## src/rtl/sa_buf_rr_arb.sv

```systemverilog
// sa_buf_rr_arb: round-robin arbiter with optional burst hold. It merges
// NUM_REQ valid/ready requesters into one 2-entry registered output FIFO.
// Ports:
//   sa_core_clk  - clock, rising edge
//   sa_core_rst  - asynchronous active-high reset
//   req_valid    - per-requester valid
//   req_pd       - packed payloads, requester i at [i*DW +: DW]
//   req_ready    - per-requester accept (one-hot or zero)
//   out_valid    - FIFO head valid
//   out_pd       - FIFO head payload
//   out_ready    - downstream accept
//   out_src      - requester index of the FIFO head
//   busy         - FIFO non-empty or burst lock held
module sa_buf_rr_arb #(
    parameter int unsigned NUM_REQ   = 4,
    parameter int unsigned DW        = 32,
    parameter int unsigned BURST_MAX = 4,
    localparam int unsigned SW       = $clog2(NUM_REQ)
) (
    input  logic                  sa_core_clk,
    input  logic                  sa_core_rst,
    input  logic [NUM_REQ-1:0]    req_valid,
    input  logic [NUM_REQ*DW-1:0] req_pd,
    output logic [NUM_REQ-1:0]    req_ready,
    output logic                  out_valid,
    output logic [DW-1:0]         out_pd,
    input  logic                  out_ready,
    output logic [SW-1:0]         out_src,
    output logic                  busy
);

    localparam int unsigned BCW = 8;

    typedef enum logic {ST_ARB, ST_HOLD} state_t;

    state_t           state;
    logic [SW-1:0]    rr_ptr;
    logic [SW-1:0]    owner;
    logic [BCW-1:0]   burst_cnt;

    logic [1:0]       count;
    logic [DW-1:0]    head_pd;
    logic [SW-1:0]    head_src;
    logic [DW-1:0]    tail_pd;
    logic [SW-1:0]    tail_src;

    logic             space;
    logic             grant_vld;
    logic [SW-1:0]    grant_idx;
    int unsigned      cand;
    logic             push;
    logic             pop;
    logic [DW-1:0]    push_pd;

    // Index of the requester after idx, wrapping to 0.
    function automatic logic [SW-1:0] nxt_idx(input logic [SW-1:0] idx);
        return (idx == SW'(NUM_REQ - 1)) ? '0 : idx + SW'(1);
    endfunction

    // Space depends only on the registered count, so downstream ready never
    // reaches the requesters combinationally.
    assign space = (count < 2'd2);

    // Grant: owner while holding, else first valid at or above rr_ptr.
    always_comb begin
        grant_vld = 1'b0;
        grant_idx = '0;
        cand      = 0;
        if (state == ST_HOLD) begin
            grant_vld = req_valid[owner];
            grant_idx = owner;
        end else begin
            for (int unsigned k = 0; k < NUM_REQ; k++) begin
                cand = (32'(rr_ptr) + k) % NUM_REQ;
                if (!grant_vld && req_valid[cand]) begin
                    grant_vld = 1'b1;
                    grant_idx = SW'(cand);
                end
            end
        end
    end

    // Ready is forced low while reset is held.
    always_comb begin
        req_ready = '0;
        if (grant_vld && space && !sa_core_rst) begin
            req_ready = {{(NUM_REQ-1){1'b0}}, 1'b1} << grant_idx;
        end
    end

    assign push    = |(req_ready & req_valid);
    assign pop     = out_valid && out_ready;
    assign push_pd = req_pd[32'(grant_idx)*DW +: DW];

    assign out_valid = (count != 2'd0);
    assign out_pd    = head_pd;
    assign out_src   = head_src;
    assign busy      = (count != 2'd0) || (state == ST_HOLD);

    // Arbitration FSM: burst lock and round-robin pointer.
    always_ff @(posedge sa_core_clk or posedge sa_core_rst) begin
        if (sa_core_rst) begin
            state     <= ST_ARB;
            rr_ptr    <= '0;
            owner     <= '0;
            burst_cnt <= '0;
        end else begin
            case (state)
                ST_ARB: begin
                    if (push) begin
                        if (BURST_MAX > 1) begin
                            state     <= ST_HOLD;
                            owner     <= grant_idx;
                            burst_cnt <= BCW'(1);
                        end else begin
                            rr_ptr <= nxt_idx(grant_idx);
                        end
                    end
                end
                ST_HOLD: begin
                    // Owner dropping valid releases the lock even when full.
                    if (!req_valid[owner]) begin
                        state  <= ST_ARB;
                        rr_ptr <= nxt_idx(owner);
                    end else if (push) begin
                        if (burst_cnt + BCW'(1) == BCW'(BURST_MAX)) begin
                            state     <= ST_ARB;
                            rr_ptr    <= nxt_idx(owner);
                            burst_cnt <= '0;
                        end else begin
                            burst_cnt <= burst_cnt + BCW'(1);
                        end
                    end
                end
                default: state <= ST_ARB;
            endcase
        end
    end

    // Two-entry FIFO kept as head/tail registers so the head drives outputs directly.
    always_ff @(posedge sa_core_clk or posedge sa_core_rst) begin
        if (sa_core_rst) begin
            count    <= 2'd0;
            head_pd  <= '0;
            head_src <= '0;
            tail_pd  <= '0;
            tail_src <= '0;
        end else begin
            case ({push, pop})
                2'b10: begin
                    if (count == 2'd0) begin
                        head_pd  <= push_pd;
                        head_src <= grant_idx;
                    end else begin
                        tail_pd  <= push_pd;
                        tail_src <= grant_idx;
                    end
                    count <= count + 2'd1;
                end
                2'b01: begin
                    head_pd  <= tail_pd;
                    head_src <= tail_src;
                    count    <= count - 2'd1;
                end
                2'b11: begin
                    // Push requires space, so count is 1 here: new entry becomes head.
                    head_pd  <= push_pd;
                    head_src <= grant_idx;
                end
                default: ;
            endcase
        end
    end

endmodule

```

## config.mk

```make
export PLATFORM = sky130hd
export DESIGN_NAME = sa_buf_rr_arb
export DESIGN_NICKNAME = d
export VERILOG_FILES = /design/src/rtl/sa_buf_rr_arb.sv
export SDC_FILE = /design/constraint.sdc
export NUM_CORES = 1
export LEC_CHECK = 0
export ABC_CLOCK_PERIOD_IN_PS = 2800
export BUFFER_PORTS_ARGS = -buffer_cell sky130_fd_sc_hd__buf_2
export CORE_MARGIN = 1.5
export CORE_UTILIZATION = 46
export DETAILED_ROUTE_END_ITERATION = 8
export PLACE_DENSITY = 0.84
export SLEW_MARGIN = 20
export SYNTH_ARGS = -nofsm -noshare
export SYNTH_HDL_FRONTEND = slang
export SYNTH_SLANG_ARGS = --single-unit
export TNS_END_PERCENT = 1
```

## constraint.sdc

```tcl
create_clock -name sa_core_clk -period 2.8 [get_ports sa_core_clk]
set_input_delay 0.14 -clock sa_core_clk [delete_from_list [all_inputs] [get_ports sa_core_clk]]
set_output_delay 0.14 -clock sa_core_clk [all_outputs]
set_load 0.1 [all_outputs]
```

==> impl_metrics.tcl <==
set metrics [dict create \
    dp_cells 872 \
    grt_util_met1_pct 33.99 \
    wl_per_cell_um 15.34 \
    core_area_um2 10320 \
    clockRootBuffer "clkbuf_8" \
    synth.cells.most_frequent "145 x nand2_1, 83 x dfrtp_1, 70 x a21oi_1" \
    die_w_um 106.1 \
    drt-pass1-iter-count 6 \
    synthCells 591 \
    drt_wl_total_um 13630 \
    crit-reg2reg-launch "state" \
    cts.htree.levels 3 \
    cts_sinks 83 \
    grt.busiest_layer "met2" \
    worst_setup_path_start_kind "flop" \
    die_y_um 106.1 \
    io_pins 175 \
    arrival_ns 2.58 \
    power_mw 9.038 \
    ys_seq_area_share_pct 42.46 \
    drive_gt1_share_pct 34.04 \
    numCtsBuffers 9 \
    worst_clock_skew_ns 0.01297 \
    hold_start "req_pd[96]" \
    hpwlAfterDp_um 9758 \
    cts_setup_buffers 0 \
    dieArea_um2 11260 \
    r2r_slack_ns 0.39 \
    min_path_type "input pin to flop" \
    vdd_drop_max_v 0.001523 \
    vias 4811 \
    yosysTopAreaCell "dfrtp_1" \
    port_buffers 174 \
    drv_slew 0 \
    yosysTopAreaCellShare_pct 42.46 \
    grt_first_pass_wirelength_um 22470 \
    nNetsFinal 887 \
    clk_latency_ns 0.34 \
    start_util_pct 47.39 \
    dpl_cell_area_um2 5883 \
    rsz0062_at_grt "no" \
    grt_max_degree 63 \
    status "finished clean" \
    synth_nets 730 \
    p_per_area_nw_per_um2 1468 \
    path_buf_inv 1 \
    min_period_ns 2.716 \
    grt_pass1_vias 4620 \
    power.leakage_nw 2.925 \
    use_met2_pct 40.09 \
    finalInstanceArea_um2 6157 \
    reg2reg_depth 8 \
    clkTransAtPathRegs_ns 0.09 \
    worstSetupEndpointType "output pin" \
    synthArstFlopShare_pct 100.0 \
    gr-usage-met3_pct 4.169 \
    timing.final.crit_share_pct 96.99 \
    synth_area_um2 4892 \
    cts_tree "built" \
    grt_overflow 0 \
    rows 37 \
    synth.most_common_cell "nand2_1" \
    crit_chain "or2b_1 > or4_4 > and3_2 > nor3_2 > buf_2" \
    yosysWarnings 0 \
    track_usage_pct 24.88 \
    antenna_found_initial 0 \
    finalSetupViolCount 0 \
    fmax_mhz 368.2 \
    holdPathStages 3 \
    whs_ns 0.1531 \
    worst_slack_ns 0.08440 \
    final_cells 888 \
    synth_edf_count 0 \
    diodes 0 \
    synthToLayoutAreaGrowth_pct 25.86 \
    avgSynthCellArea_um2 8.278 \
    ys.flop_type "dfrtp_1" \
    nFillCells 919 \
    cp_max_fo 15 \
    routabilityCongestion 0.9049 \
    hold_viol_final 0 \
    first_iter_violations 473 \
    slew_headroom_pct 56.13 \
    cp.required_ns 2.66 \
    place_ws_ns 0.4491 \
    critPathSlowestCell "dfrtp_1" \
    vias_per_cell 5.418 \
    path_class "flop to output pin" \
    synth_top_cells_by_area "dfrtp_1 42%, nand2_1 11%, a21oi_1 7.2%, o21ai_1 6.3%, a22o_1 5.4%" \
    hold_end "tail_pd[0]" \
    worst_slew_pin_slew_ns 0.6572 \
    max-cap-violations 0 \
    postRouteAntennaNets 0 \
    slowest_delay_ns 0.46 \
    drcViolationCount 0 \
    worst_path_dominant_cell_family "simple AND/OR/NAND/NOR gates" \
    clock_path_buffers 2 \
    synth-seq-cells 83 \
    reg2reg_to "tail_src[1]" \
    yosysUniqueCellTypes 52 \
]
-- kinds of logic (layout without fill, tap and decap cells) --
family                   count (synthesis)  in the layout  share of synthesized area (%)
AO/OA/AOI/OAI                          222            222                          28.59
XOR/XNOR                                 3              3                         0.5372
adder cells (fa/ha/maj)                  4              4                          1.023
buffers and inverters                   52            213                          6.522
flip-flops                              83             83                          42.46
multiplexers                             8              8                          2.046
AND/OR/NAND/NOR                        219            219                          18.82
-- area by class of cell --
class                      instances  area (um^2)  share of cell area, %
sequential                        83         2077                  33.73
clock inverter                     6        137.6                  2.235
clock buffer                       9        123.9                  2.012
multi-input combinational        456         2521                  40.95
tap                              136        170.2                  2.764
timing repair buffer             192         1104                  17.92
inverter                           6        23.77                 0.3861
-- layer usage --
layer / vias to the layer above / part of all wire (%)
li1: 2362 / -
met1: 2253 / 44
met2: 175 / 48
met3: 21 / 6.1
met4: 0 / 2.0
met5: - / 0
-- where the power goes --
group | switching, mW | internal [mW]
Sequential | 0.346 | 1.74
Clock | 0.444 | 0.683
Combinational | 4.19 | 1.64
-- tightest hold or removal path, cell delays in order --
cell and delay (ns):
buf_2 0.08, a21boi_1 0.07, o31ai_1 0.18
-- flip-flops by register name (all words and copies together), names as in the netlist, 2 cells and up --
| signal | cells |
|---|---|
| owner | 2 |
| rr_ptr | 2 |
| tail_src | 2 |
| out_pd | 32 |
| count | 2 |
| burst_cnt | 8 |
| out_src | 2 |
| tail_pd | 32 |
-- per-stage QoR --
step | setup TNS [ns] | util, %
floorplan | -1.409 | -
global placement | 0 | 56.99
detailed placement | 0 | 56.99
CTS | 0 | 59.62
global route | 0 | 59.64
finish | 0 | 59.64
-- worst max-delay path by stage --
stage,startpoint,endpoint,slack [ns],cells past startpoint
5_1_grt,state,req_ready[1],0.02,5
6_report,state,req_ready[1],0.08,5
4_1_cts,state,req_ready[1],0.09,5
3_3_place_gp,state,out_pd[27],0.51,7
2_1_floorplan,owner[0],req_ready[0],-0.66,5
3_5_place_dp,state,tail_src[1],0.45,8
-- placed cells by master (no fill, tap or decap), types with 3 or more instances in the layout --
| master | Yosys | final |
|---|---|---|
| buf_2 | 12 | 171 |
| nand2_1 | 145 | 144 |
| dfrtp_1 | 83 | 83 |
| a21oi_1 | 70 | 70 |
| o21ai_1 | 62 | 62 |
| nor2_1 | 43 | 43 |
| a22o_1 | 30 | 30 |
| a21oi_2 | 27 | 27 |
| o21ai_0 | 12 | 12 |
| buf_4 | 11 | 12 |
| clkbuf_8 | 0 | 9 |
| buf_12 | 0 | 7 |
| nand3_1 | 6 | 6 |
| inv_1 | 6 | 5 |
| a31oi_1 | 4 | 4 |
| nor2b_1 | 4 | 4 |
| mux2i_1 | 4 | 4 |
| nor3_1 | 6 | 4 |
| ha_1 | 4 | 4 |
| bufinv_16 | 0 | 4 |
| o31ai_1 | 3 | 3 |
-- timing repair --
| action | 4_1_cts | 5_1_grt |
|---|---|---|
| resized for setup | 0 | 1 |
| hold buffers | 1 | 0 |
| setup endpoints to repair | 0 | 1 |
| endpoints found under the hold margin | 36 | 0 |
Power figures use the tool's default switching activity.
